## src/rtl/cam_pixel_writer.sv

```systemverilog
// cam_pixel_writer: places the camera's RGB332 pixel stream into the M9K frame buffer
// and tallies red/blue pixels per frame for the treasure-colour detector.
module cam_pixel_writer #(
    parameter int unsigned SCREEN_WIDTH  = 176,
    parameter int unsigned SCREEN_HEIGHT = 144,
    parameter int unsigned ADDR_W        = 15,
    parameter int unsigned CNT_W         = 15
) (
    input  logic              CLK,
    input  logic              RESET,
    input  logic              VSYNC,
    input  logic              HREF,
    input  logic [7:0]        pixel_data,
    input  logic              pixel_valid,
    output logic [ADDR_W-1:0] W_ADDR,
    output logic [7:0]        W_DATA,
    output logic              W_EN,
    output logic              FRAME_DONE,
    output logic [CNT_W-1:0]  RED_COUNT,
    output logic [CNT_W-1:0]  BLUE_COUNT,
    output logic              OVERRUN
);
    localparam int unsigned X_W = $clog2(SCREEN_WIDTH + 1);
    localparam int unsigned Y_W = $clog2(SCREEN_HEIGHT + 1);
    localparam logic [X_W-1:0]    X_LIM    = X_W'(SCREEN_WIDTH);
    localparam logic [Y_W-1:0]    Y_LIM    = Y_W'(SCREEN_HEIGHT);
    localparam logic [ADDR_W-1:0] ROW_STEP = ADDR_W'(SCREEN_WIDTH);
    localparam logic [CNT_W-1:0]  CNT_MAX  = '1;

    typedef enum logic [1:0] {
        S_IDLE,
        S_VBLANK,
        S_ACTIVE
    } state_t;

    state_t            state_q, state_d;
    logic              vsync_d_q;
    logic              href_d1_q, href_d2_q;
    logic [X_W-1:0]    x_q, x_d;
    logic [Y_W-1:0]    y_q, y_d;
    logic [ADDR_W-1:0] row_base_q, row_base_d;
    logic [CNT_W-1:0]  red_run_q, red_run_d;
    logic [CNT_W-1:0]  blue_run_q, blue_run_d;
    logic              ovr_run_q, ovr_run_d;
    logic [ADDR_W-1:0] w_addr_q, w_addr_d;
    logic [7:0]        w_data_q, w_data_d;
    logic              w_en_q, w_en_d;
    logic              frame_done_q, frame_done_d;
    logic [CNT_W-1:0]  red_count_q, red_count_d;
    logic [CNT_W-1:0]  blue_count_q, blue_count_d;
    logic              overrun_q, overrun_d;

    logic [2:0] pix_r, pix_g;
    logic [1:0] pix_b;
    logic       is_red, is_blue;
    logic       vsync_rise, vsync_fall, line_end, in_bounds;

    assign {pix_r, pix_g, pix_b} = pixel_data;
    assign is_red     = (pix_r >= 3'd5) && (pix_g <= 3'd2) && (pix_b <= 2'd1);
    assign is_blue    = (pix_b == 2'd3) && (pix_r <= 3'd2) && (pix_g <= 3'd3);
    assign vsync_rise = ~vsync_d_q & VSYNC;
    assign vsync_fall = vsync_d_q & ~VSYNC;
    // HREF is delayed two stages so the capture unit's trailing strobe lands before line end
    assign line_end   = ~href_d1_q & href_d2_q;
    assign in_bounds  = (x_q < X_LIM) && (y_q < Y_LIM);

    always_comb begin
        state_d      = state_q;
        x_d          = x_q;
        y_d          = y_q;
        row_base_d   = row_base_q;
        red_run_d    = red_run_q;
        blue_run_d   = blue_run_q;
        ovr_run_d    = ovr_run_q;
        w_addr_d     = w_addr_q;
        w_data_d     = w_data_q;
        w_en_d       = 1'b0;
        frame_done_d = 1'b0;
        red_count_d  = red_count_q;
        blue_count_d = blue_count_q;
        overrun_d    = overrun_q;

        case (state_q)
            S_IDLE: begin
                if (VSYNC) state_d = S_VBLANK;
            end
            S_VBLANK: begin
                if (vsync_fall) begin
                    state_d    = S_ACTIVE;
                    x_d        = '0;
                    y_d        = '0;
                    row_base_d = '0;
                    red_run_d  = '0;
                    blue_run_d = '0;
                    ovr_run_d  = 1'b0;
                end
            end
            S_ACTIVE: begin
                if (pixel_valid) begin
                    if (in_bounds) begin
                        w_en_d   = 1'b1;
                        w_addr_d = row_base_q + ADDR_W'(x_q);
                        w_data_d = pixel_data;
                        x_d      = x_q + 1'b1;
                        if (is_red && (red_run_q != CNT_MAX))   red_run_d  = red_run_q + 1'b1;
                        if (is_blue && (blue_run_q != CNT_MAX)) blue_run_d = blue_run_q + 1'b1;
                    end else begin
                        ovr_run_d = 1'b1;
                    end
                end
                // Line end overrides the X increment so a coincident pixel lands first
                if (line_end && (x_q != '0)) begin
                    x_d = '0;
                    if (y_q != Y_LIM) begin
                        y_d        = y_q + 1'b1;
                        row_base_d = row_base_q + ROW_STEP;
                    end
                end
                if (vsync_rise) begin
                    state_d      = S_VBLANK;
                    frame_done_d = 1'b1;
                    red_count_d  = red_run_d;
                    blue_count_d = blue_run_d;
                    overrun_d    = ovr_run_d;
                end
            end
            default: state_d = S_IDLE;
        endcase
    end

    always_ff @(posedge CLK) begin
        if (RESET) begin
            state_q      <= S_IDLE;
            vsync_d_q    <= 1'b0;
            href_d1_q    <= 1'b0;
            href_d2_q    <= 1'b0;
            x_q          <= '0;
            y_q          <= '0;
            row_base_q   <= '0;
            red_run_q    <= '0;
            blue_run_q   <= '0;
            ovr_run_q    <= 1'b0;
            w_addr_q     <= '0;
            w_data_q     <= '0;
            w_en_q       <= 1'b0;
            frame_done_q <= 1'b0;
            red_count_q  <= '0;
            blue_count_q <= '0;
            overrun_q    <= 1'b0;
        end else begin
            state_q      <= state_d;
            vsync_d_q    <= VSYNC;
            href_d1_q    <= HREF;
            href_d2_q    <= href_d1_q;
            x_q          <= x_d;
            y_q          <= y_d;
            row_base_q   <= row_base_d;
            red_run_q    <= red_run_d;
            blue_run_q   <= blue_run_d;
            ovr_run_q    <= ovr_run_d;
            w_addr_q     <= w_addr_d;
            w_data_q     <= w_data_d;
            w_en_q       <= w_en_d;
            frame_done_q <= frame_done_d;
            red_count_q  <= red_count_d;
            blue_count_q <= blue_count_d;
            overrun_q    <= overrun_d;
        end
    end

    assign W_ADDR     = w_addr_q;
    assign W_DATA     = w_data_q;
    assign W_EN       = w_en_q;
    assign FRAME_DONE = frame_done_q;
    assign RED_COUNT  = red_count_q;
    assign BLUE_COUNT = blue_count_q;
    assign OVERRUN    = overrun_q;

endmodule

```

## config.mk

```make
export PLATFORM = sky130hd
export DESIGN_NAME = cam_pixel_writer
export DESIGN_NICKNAME = d
export VERILOG_FILES = /design/src/rtl/cam_pixel_writer.sv
export SDC_FILE = /design/constraint.sdc
export NUM_CORES = 1
export LEC_CHECK = 0
export ABC_AREA = 1
export BUFFER_PORTS_ARGS = -buffer_cell sky130_fd_sc_hd__clkbuf_2
export CAP_MARGIN = 20
export CORE_UTILIZATION = 60
export DETAILED_ROUTE_END_ITERATION = 6
export GPL_TIMING_DRIVEN = 0
export PLACE_DENSITY = 0.81
export RECOVER_POWER = 50
export SYNTH_ARGS = -nofsm -noshare
export SYNTH_HDL_FRONTEND = slang
export SYNTH_SLANG_ARGS = --single-unit
```

## constraint.sdc

```tcl
create_clock -name CLK -period 3.5 [get_ports CLK]
set_input_delay 0.525 -clock CLK [delete_from_list [all_inputs] [get_ports CLK]]
set_output_delay 0.525 -clock CLK [all_outputs]
set_load 0.05 [all_outputs]
```

==> summary.md, run 1 <==
| Metric | Value |
|---|---|
| Outcome | finished, final reports clean |
| CP required | just under 4 ns |
| Die height | 103 um |
| Ys async rst share | 0% |
| Fmax | approximately 410 MHz |
| Filler cells | ~900 |
| Synth top area share | about two fifths |
| CTS Buffer Depth | 2 |
| Distinct cells, synth | 36 |
| Setup Crit Path Kind | flip-flop to flip-flop |
| Critical path peak fanout | 10 |
| Crit-path max cell delay | 0.55 ns |
| Compound-cell area share of the yosys netlist | 12.9% |
| Num Clock Sinks | between 100 and 150 |
| GP Congestion | 0.945 |
| PwrDens | 442 nW/um2 |
| CTS tree | built |
| # Max-Cap Violations | 0 |
| Die Wd | between 100 and 150 um |
| Post-CTS Setup Inserts | 0 |
| Clock slew at reported path FFs | 0.06 ns |
| Hold path cells | 3 |
| # diodes | 0 |
| Number of global-route vias before repair | 5,643 |
| Final setup fails | 0 |
| Clock Skew | 0.00537 ns |
| Port Buf Inserts | 68 |
| Core area | 9820 um2 |
| Most Frequent Cell on Critical Path | nor2_1 |
| Final core occ | 72.1% |
| Slew headroom | 51.7% |
| Largest family of logic cells by synthesized area | simple AND/OR/NAND/NOR gates |
| Gr ovfl total | 0 |
| Prevailing post-synth register cell | dfxtp_1 |
| Layout area overhead | 15.6% |
| Nets | ~1,000 |
| First-pass GRT wire length | roughly 26,000 um |
| Sequential area share after synthesis | 38.9% |
| Routed wire per std cell | 13.9 um |
| Layout cells sized above 1 | under 10% |
| Lkg Pwr | approximately 2.8 nW |
| Via count | 6,275 |
| Area taken by multi-input logic gates | 3110 um2 |
| Initial DRT Pass Iterations | 5 |
| Cts hold-fix bufs | 0 |
| 1st-iter DRT viols | between 300 and 400 |
| Setup TNS | 0 ns |
| Crit end category | flip-flop |
| Synth cell count leaders | 221 x nand2_1, 125 x nor2_1, 119 x dfxtp_1 |
| Syn avg cell area | 6.64 um2 |
| Flops & latches, synth | 119 |
| VDD IR max | 0.288 mV |
| CTS buffer count | 17 |
| Clock root cell | clkbuf_8 |
| Slew Limit Fails | 0 |
| Shortest period the worst path allows | 2.46 ns |
| Worst Setup Start Kind | flip-flop |
| Slowest cell on crit path | nor2_1 |
| RSZ-0062 raised after global routing | no |
| Critical Path Stages | 10 |
| CTS resizes | 0 |
| Synth Area in XOR/XNOR | between 1.5 and 2% |
| Most area-hungry cell type in the Yosys netlist | dfxtp_1 |
| Die area | 10,600 um2 |
| IO Count | 69 |
| Post-Synth Adder-Cell Area | about 2.4% |
| Worst-Skew Late Latency | 0.53 ns |
| Most common cell in the synthesized netlist | nand2_1 |
| Crit-path leading delay family | simple AND/OR/NAND/NOR gates |
| Post-synth EDFFs | 0 |
| Final wirelength | ~16,000 um |
| Warnings from Yosys | 0 |
| CP Data Arrival Time | 2.91 ns |
| Antenna violations before repair | 0 |
| CP Buf/Inv Count | 3 |
| Fin. Hold Viols | 0 |
| Cells after Synth | 923 |
| Synth Cell Area | 6130 um2 |
| Largest net degree at the start of global routing | 17 |
| Synth Net Count | 948 |
| Rows | 36 |
| Worst Tran Pin Value | a little over 0.7 ns |
| DRT antenna net count | 0 |
| # H-tree levels | 4 |
| Area contributors post-synth | dfxtp_1 39%, nand2_1 14%, nor2_1 7.7% |
| Fraction of the mapped netlist area in simple logic gates | 33.9% |
| Depth of the most critical reg-to-reg path | 10 |
| Final Cycle Share | 70.3% |
| Initial Utilization | 62.4% |
| Total Routing Usage GR | 31.7% |
| Hold Path Class | primary input to flip-flop |
| HPWL after DPL | 11,400 um |
| Post-DR vias/cell | 5.43 |
| Mux contribution to synthesized area | 0% |
| CP Cell Sequence | inv_1 > nor2_1 > nand4_1 > nor2_1 > nor2_1 > nand2_2 > clkbuf_1 > clkbuf_1 > nand2_1 > a21oi_1 |
| Residual DRC count | 0 |
| FF+latch area | 2380 um2 |
## tightest hold or removal path: cells and delay by family
kind | cells | cell delay [ns]
buf+inv | 2 | 0.12
simple gates | 1 | 0.04
## routing by layer
layer	global-route usage [%]	routed length (um)
met1	41.1	7240
met2	51.3	7460
met3	6.92	1130
met4	12.5	282
met5	0	0
## logic make-up after synthesis
| kind of cell | count (synthesis) |
|---|---|
| flops | 119 |
| other cells | 1 |
| fa+ha+maj | 12 |
| simple gates | 480 |
| compound gates | 152 |
| xor+xnor | 12 |
| buf+inv | 147 |
## path summary, 6_finish.rpt
check	startpoint	to	slack, ns
max	state_q[1]	y_q[7]	1.04
max reg2reg	state_q[1]	y_q[7]	1.04
min	HREF	href_d1_q	0.20
min reg2reg	href_d1_q	href_d2_q	0.45
## cell type report
class                           count  share of cell area [%]
Multi-Input combinational cell    657                    43.9
Sequential cell                   119                    33.6
Clock buffer                       21                    6.48
Inverter                          107                    5.67
Timing Repair Buffer               68                    3.80
Buffer                             40                    2.81
Tap cell                          133                    2.35
Clock inverter                     11                    1.41
## per-stage QoR
stage / hold WS [ns] / setup slack [ns] / power (mW) / cell area, um2 / std cells
2_1_floorplan: 0.410 / 1.71 / 1.49 / 6130 / 923
3_3_place_gp: 0.422 / 1.54 / 1.53 / 6640 / 1124
3_5_place_dp: 0.445 / 1.51 / 1.54 / 6640 / 1124
4_1_cts: 0.196 / 1.48 / 3.13 / 7200 / 1156
5_1_grt: 0.198 / 0.789 / 3.22 / 7080 / 1156
6_report: 0.195 / 1.04 / 3.13 / 7080 / 1156
## state kept, by name, indices dropped and copies added, names as in the netlist
register,count
OVERRUN,1
BLUE_COUNT,15
state_q,2
red_run_q,15
RED_COUNT,15
blue_run_q,15
row_base_q,11
W_DATA,8
y_q,8
x_q,8
FRAME_DONE,1
href_d2_q,1
href_d1_q,1
ovr_run_q,1
W_EN,1
W_ADDR,15
vsync_d_q,1
## where the power goes
group / internal, mW / switching, mW / leakage [nW] / total (mW)
Sequential: 1.37 / 0.00633 / 0.960 / 1.37
Clock: 0.993 / 0.635 / 0.250 / 1.63
Combinational: 0.0320 / 0.101 / 1.60 / 0.133
Total: 2.39 / 0.742 / 2.81 / 3.13
## cells in the final DEF, fill, tap and decap left out, types with 11 or more instances in the layout
cell type	synthesis	final
ha_1	12	12
nand3_1	71	71
inv_1	101	104
nor3_1	11	11
nor2_1	125	128
a21oi_1	77	77
dfxtp_1	119	119
nand4_1	31	31
o21ai_0	62	62
clkbuf_1	19	81
clkbuf_16	0	16
nand2_1	221	221
clkbuf_2	0	11
Note: power is estimated with default switching activity, not from simulation.
==> inputs of run 2 (changes only) <==
CORE_UTILIZATION = 59   (was 60)
PLACE_DENSITY = 0.8   (was 0.81)
clock period = 2.4 ns   (was 3.5 ns; I/O delays follow)
==> run 2 against run 1 <==
Net effect:
- sequential share of layout area down 0.21 points
- cell count unchanged
- global-route usage down 1.2 points
- via count down 0.40%
- cell area up 0.62%
- critical endpoint is now y_q[4]
- largest power group unchanged
==> summary.md, run 2 (same netlist as run 1, synthesis figures left out) <==
| Metric | Value |
|---|---|
| Rows | 36 (unchanged) |
| Fin Hold WS | 0.0236 ns (was 0.195 ns) |
| Crit end category | flip-flop (unchanged) |
| Depth of the most critical reg-to-reg path | 10 (unchanged) |
| Via count | 6,250 (was 6,275) |
| Post-CTS Setup Inserts | 0 (unchanged) |
| Die area | 10,800 um2 (was 10,600 um2) |
| Die height | 104 um (was 103 um) |
| Num Clock Sinks | 119 (unchanged) |
| Slowest cell on crit path | clkbuf_1 (was nor2_1) |
| Grt met3 use | 7.02% (was 6.92%) |
| Initial Utilization | 61.9% (was 62.4%) |
| Post-DR vias/cell | 5.41 (was 5.43) |
| CTS tree | built (unchanged) |
| Outcome | finished, final reports clean (unchanged) |
| Lkg Pwr | 2.84 nW (was 2.81 nW) |
| GP Congestion | 0.892 (was 0.945) |
| Port Buf Inserts | 68 (unchanged) |
| Hold Path Class | primary input to flip-flop (unchanged) |
| Crit-path leading delay family | buffers and inverters (was simple AND/OR/NAND/NOR gates) |
| Cell total after placement | 1,124 (unchanged) |
| Final setup fails | 0 (unchanged) |
| Clock slew at reported path FFs | 0.06 ns (about the same) |
| PwrDens | 663 nW/um2 (was 442 nW/um2) |
| Logic pwr share | 4.1% (was 4.2%) |
| Hold path cells | 3 (unchanged) |
| Filler cells | 873 (was 899) |
| Slew Limit Fails | 0 (unchanged) |
| Worst Setup Start Kind | flip-flop (unchanged) |
| Design Power | 4.73 mW (was 3.13 mW) |
| Pint | 3.64 mW (was 2.39 mW) |
| Critical Path Stages | 10 (unchanged) |
| IO Count | 69 (unchanged) |
| Crit-path max cell delay | 0.42 ns (was 0.55 ns) |
| Hold Crit Start | HREF (unchanged) |
| CTS Buffer Depth | 2 (unchanged) |
| Fmax | 478 MHz (was 407 MHz) |
| 1st-iter DRT viols | 403 (was 354) |
| Met1 usage | 40.6% (was 41.1%) |
| Shortest period the worst path allows | 2.09 ns (was 2.46 ns) |
| Psw | 1.09 mW (was 0.742 mW) |
| Clock Skew | 0.00894 ns (was 0.00537 ns) |
| Gr ovfl total | 0 (unchanged) |
| Switching portion of total power | 23.0% (was 23.7%) |
| Clock root cell | clkbuf_8 (unchanged) |
| Sequential share of power | 42.3% (was 43.8%) |
| Die Wd | 104 um (was 103 um) |
| Layout cells sized above 1 | 7.33% (was 7.14%) |
| Final wirelength | 16,100 um (about the same) |
| First-pass GRT wire length | 26,500 um (was 25,900 um) |
| Worst Tran Pin Value | 0.717 ns (was 0.722 ns) |
| CP Data Arrival Time | 2.56 ns (was 2.91 ns) |
| # diodes | 0 (unchanged) |
| Initial DRT Pass Iterations | 5 (unchanged) |
| Setup Crit Path Kind | flip-flop to flip-flop (unchanged) |
| RR Startpoint | x_q[0] (was state_q[1]) |
| Critical Path Start | x_q[0] (was state_q[1]) |
| # H-tree levels | 4 (unchanged) |
| CP required | 2.87 ns (was 3.95 ns) |
| Largest net degree at the start of global routing | 17 (unchanged) |
| Number of global-route vias before repair | 5,691 (was 5,643) |
| Worst-Skew Late Latency | 0.54 ns (was 0.53 ns) |
| Cts hold-fix bufs | 0 (unchanged) |
| CP Cell Sequence | inv_1 > ha_1 > nand2_2 > o21bai_4 > nand2_1 > nand2_2 > buf_6 > clkbuf_1 > nand2_1 > a21oi_1 (was inv_1 > nor2_1 > nand4_1 > nor2_1 > nor2_1 > nand2_2 > clkbuf_1 > clkbuf_1 > nand2_1 > a21oi_1) |
| Layout area overhead | 16.3% (was 15.6%) |
| Nets | 1,035 (unchanged) |
| Final Cycle Share | 87.2% (was 70.3%) |
| Slew headroom | 52.0% (was 51.7%) |
| Critical path peak fanout | 10 (unchanged) |
| CP Buf/Inv Count | 3 (unchanged) |
| CTS buffer count | 17 (unchanged) |
| Total Routing Usage GR | 30.5% (was 31.7%) |
| Flop-to-flop setup slack | 0.31 ns (was 1.04 ns) |
| GRT Max-Usage Layer | met2 (unchanged) |
| Antenna violations before repair | 0 (unchanged) |
| Residual DRC count | 0 (unchanged) |
| VDD IR max | 0.508 mV (was 0.288 mV) |
| # Max-Cap Violations | 0 (unchanged) |
| Commonest non-fill, non-tap cell in the layout | nand2_1 (unchanged) |
| Setup TNS | 0 ns (unchanged) |
| Most frequent cells in the layout | 222 x nand2_1, 127 x nor2_1, 119 x dfxtp_1, 104 x inv_1, 78 x clkbuf_1 (was 221 x nand2_1, 128 x nor2_1, 119 x dfxtp_1, 104 x inv_1, 81 x clkbuf_1) |
| CTS resizes | 0 (unchanged) |
| Core area | 9910 um2 (was 9820 um2) |
| Fin. Hold Viols | 0 (unchanged) |
| DRT antenna net count | 0 (unchanged) |
| Clock power frac | 53.5% (was 52.0%) |
| Met2 Use GR | 48.4% (was 51.3%) |
| HPWL after DPL | 11,200 um (was 11,400 um) |
| Layout Cells excl Fill | 1,156 (unchanged) |
| Routed wire per std cell | 13.9 um (about the same) |
| RSZ-0062 raised after global routing | no (unchanged) |
run 2: final cells by class:
type                       instances  area, um2  area share (%)
timing repair buffer              68        269            3.77
buffer                            40        215            3.02
clock buffer                      19        432            6.06
inverter                         107        402            5.63
clock inverter                    13        155            2.18
sequential                       119       2380            33.4
tap                              133        166            2.33
multi-input combinational        657       3110            43.6
run 2: power by group through the flow:
stage               combinational [mW]  sequential [mW]  clock, mW
CTS                              0.197             2.00       2.54
global placement                 0.194             2.04          0
finish                           0.195             2.00       2.53
floorplan                        0.107             2.07          0
detailed placement               0.195             2.04          0
global route                     0.212             2.00       2.62
run 2: stage by stage:
stage          worst slack (ns)  instance area, um2  util, %
3_5_place_dp              0.398                6640     67.0
5_1_grt                   0.117                7130     71.9
3_3_place_gp              0.434                6640     67.0
6_report                  0.306                7130     71.9
2_1_floorplan             0.611                6130        -
4_1_cts                   0.380                7220     72.9
run 2: per-layer routing:
| metal | vias up | wire (um) |
|---|---|---|
| li1 | 3148 | - |
| met1 | 2848 | 7370 |
| met2 | 220 | 7220 |
| met3 | 34 | 1160 |
| met4 | 0 | 366 |
| met5 | - | 0 |
run 2: worst register-to-register path, cell delays in order, from the launching register on:
cell and delay, ns:
dfxtp_1 0.33, inv_1 0.12, ha_1 0.18, nand2_2 0.07, o21bai_4 0.24, nand2_1 0.17
nand2_2 0.10, buf_6 0.13, clkbuf_1 0.42, nand2_1 0.10, a21oi_1 0.15
run 2: worst paths after layout:
kind | end
worst max-delay path | y_q[4]
worst min-delay path | href_d1_q
worst max register to register | y_q[4]
worst min register to register | href_d2_q
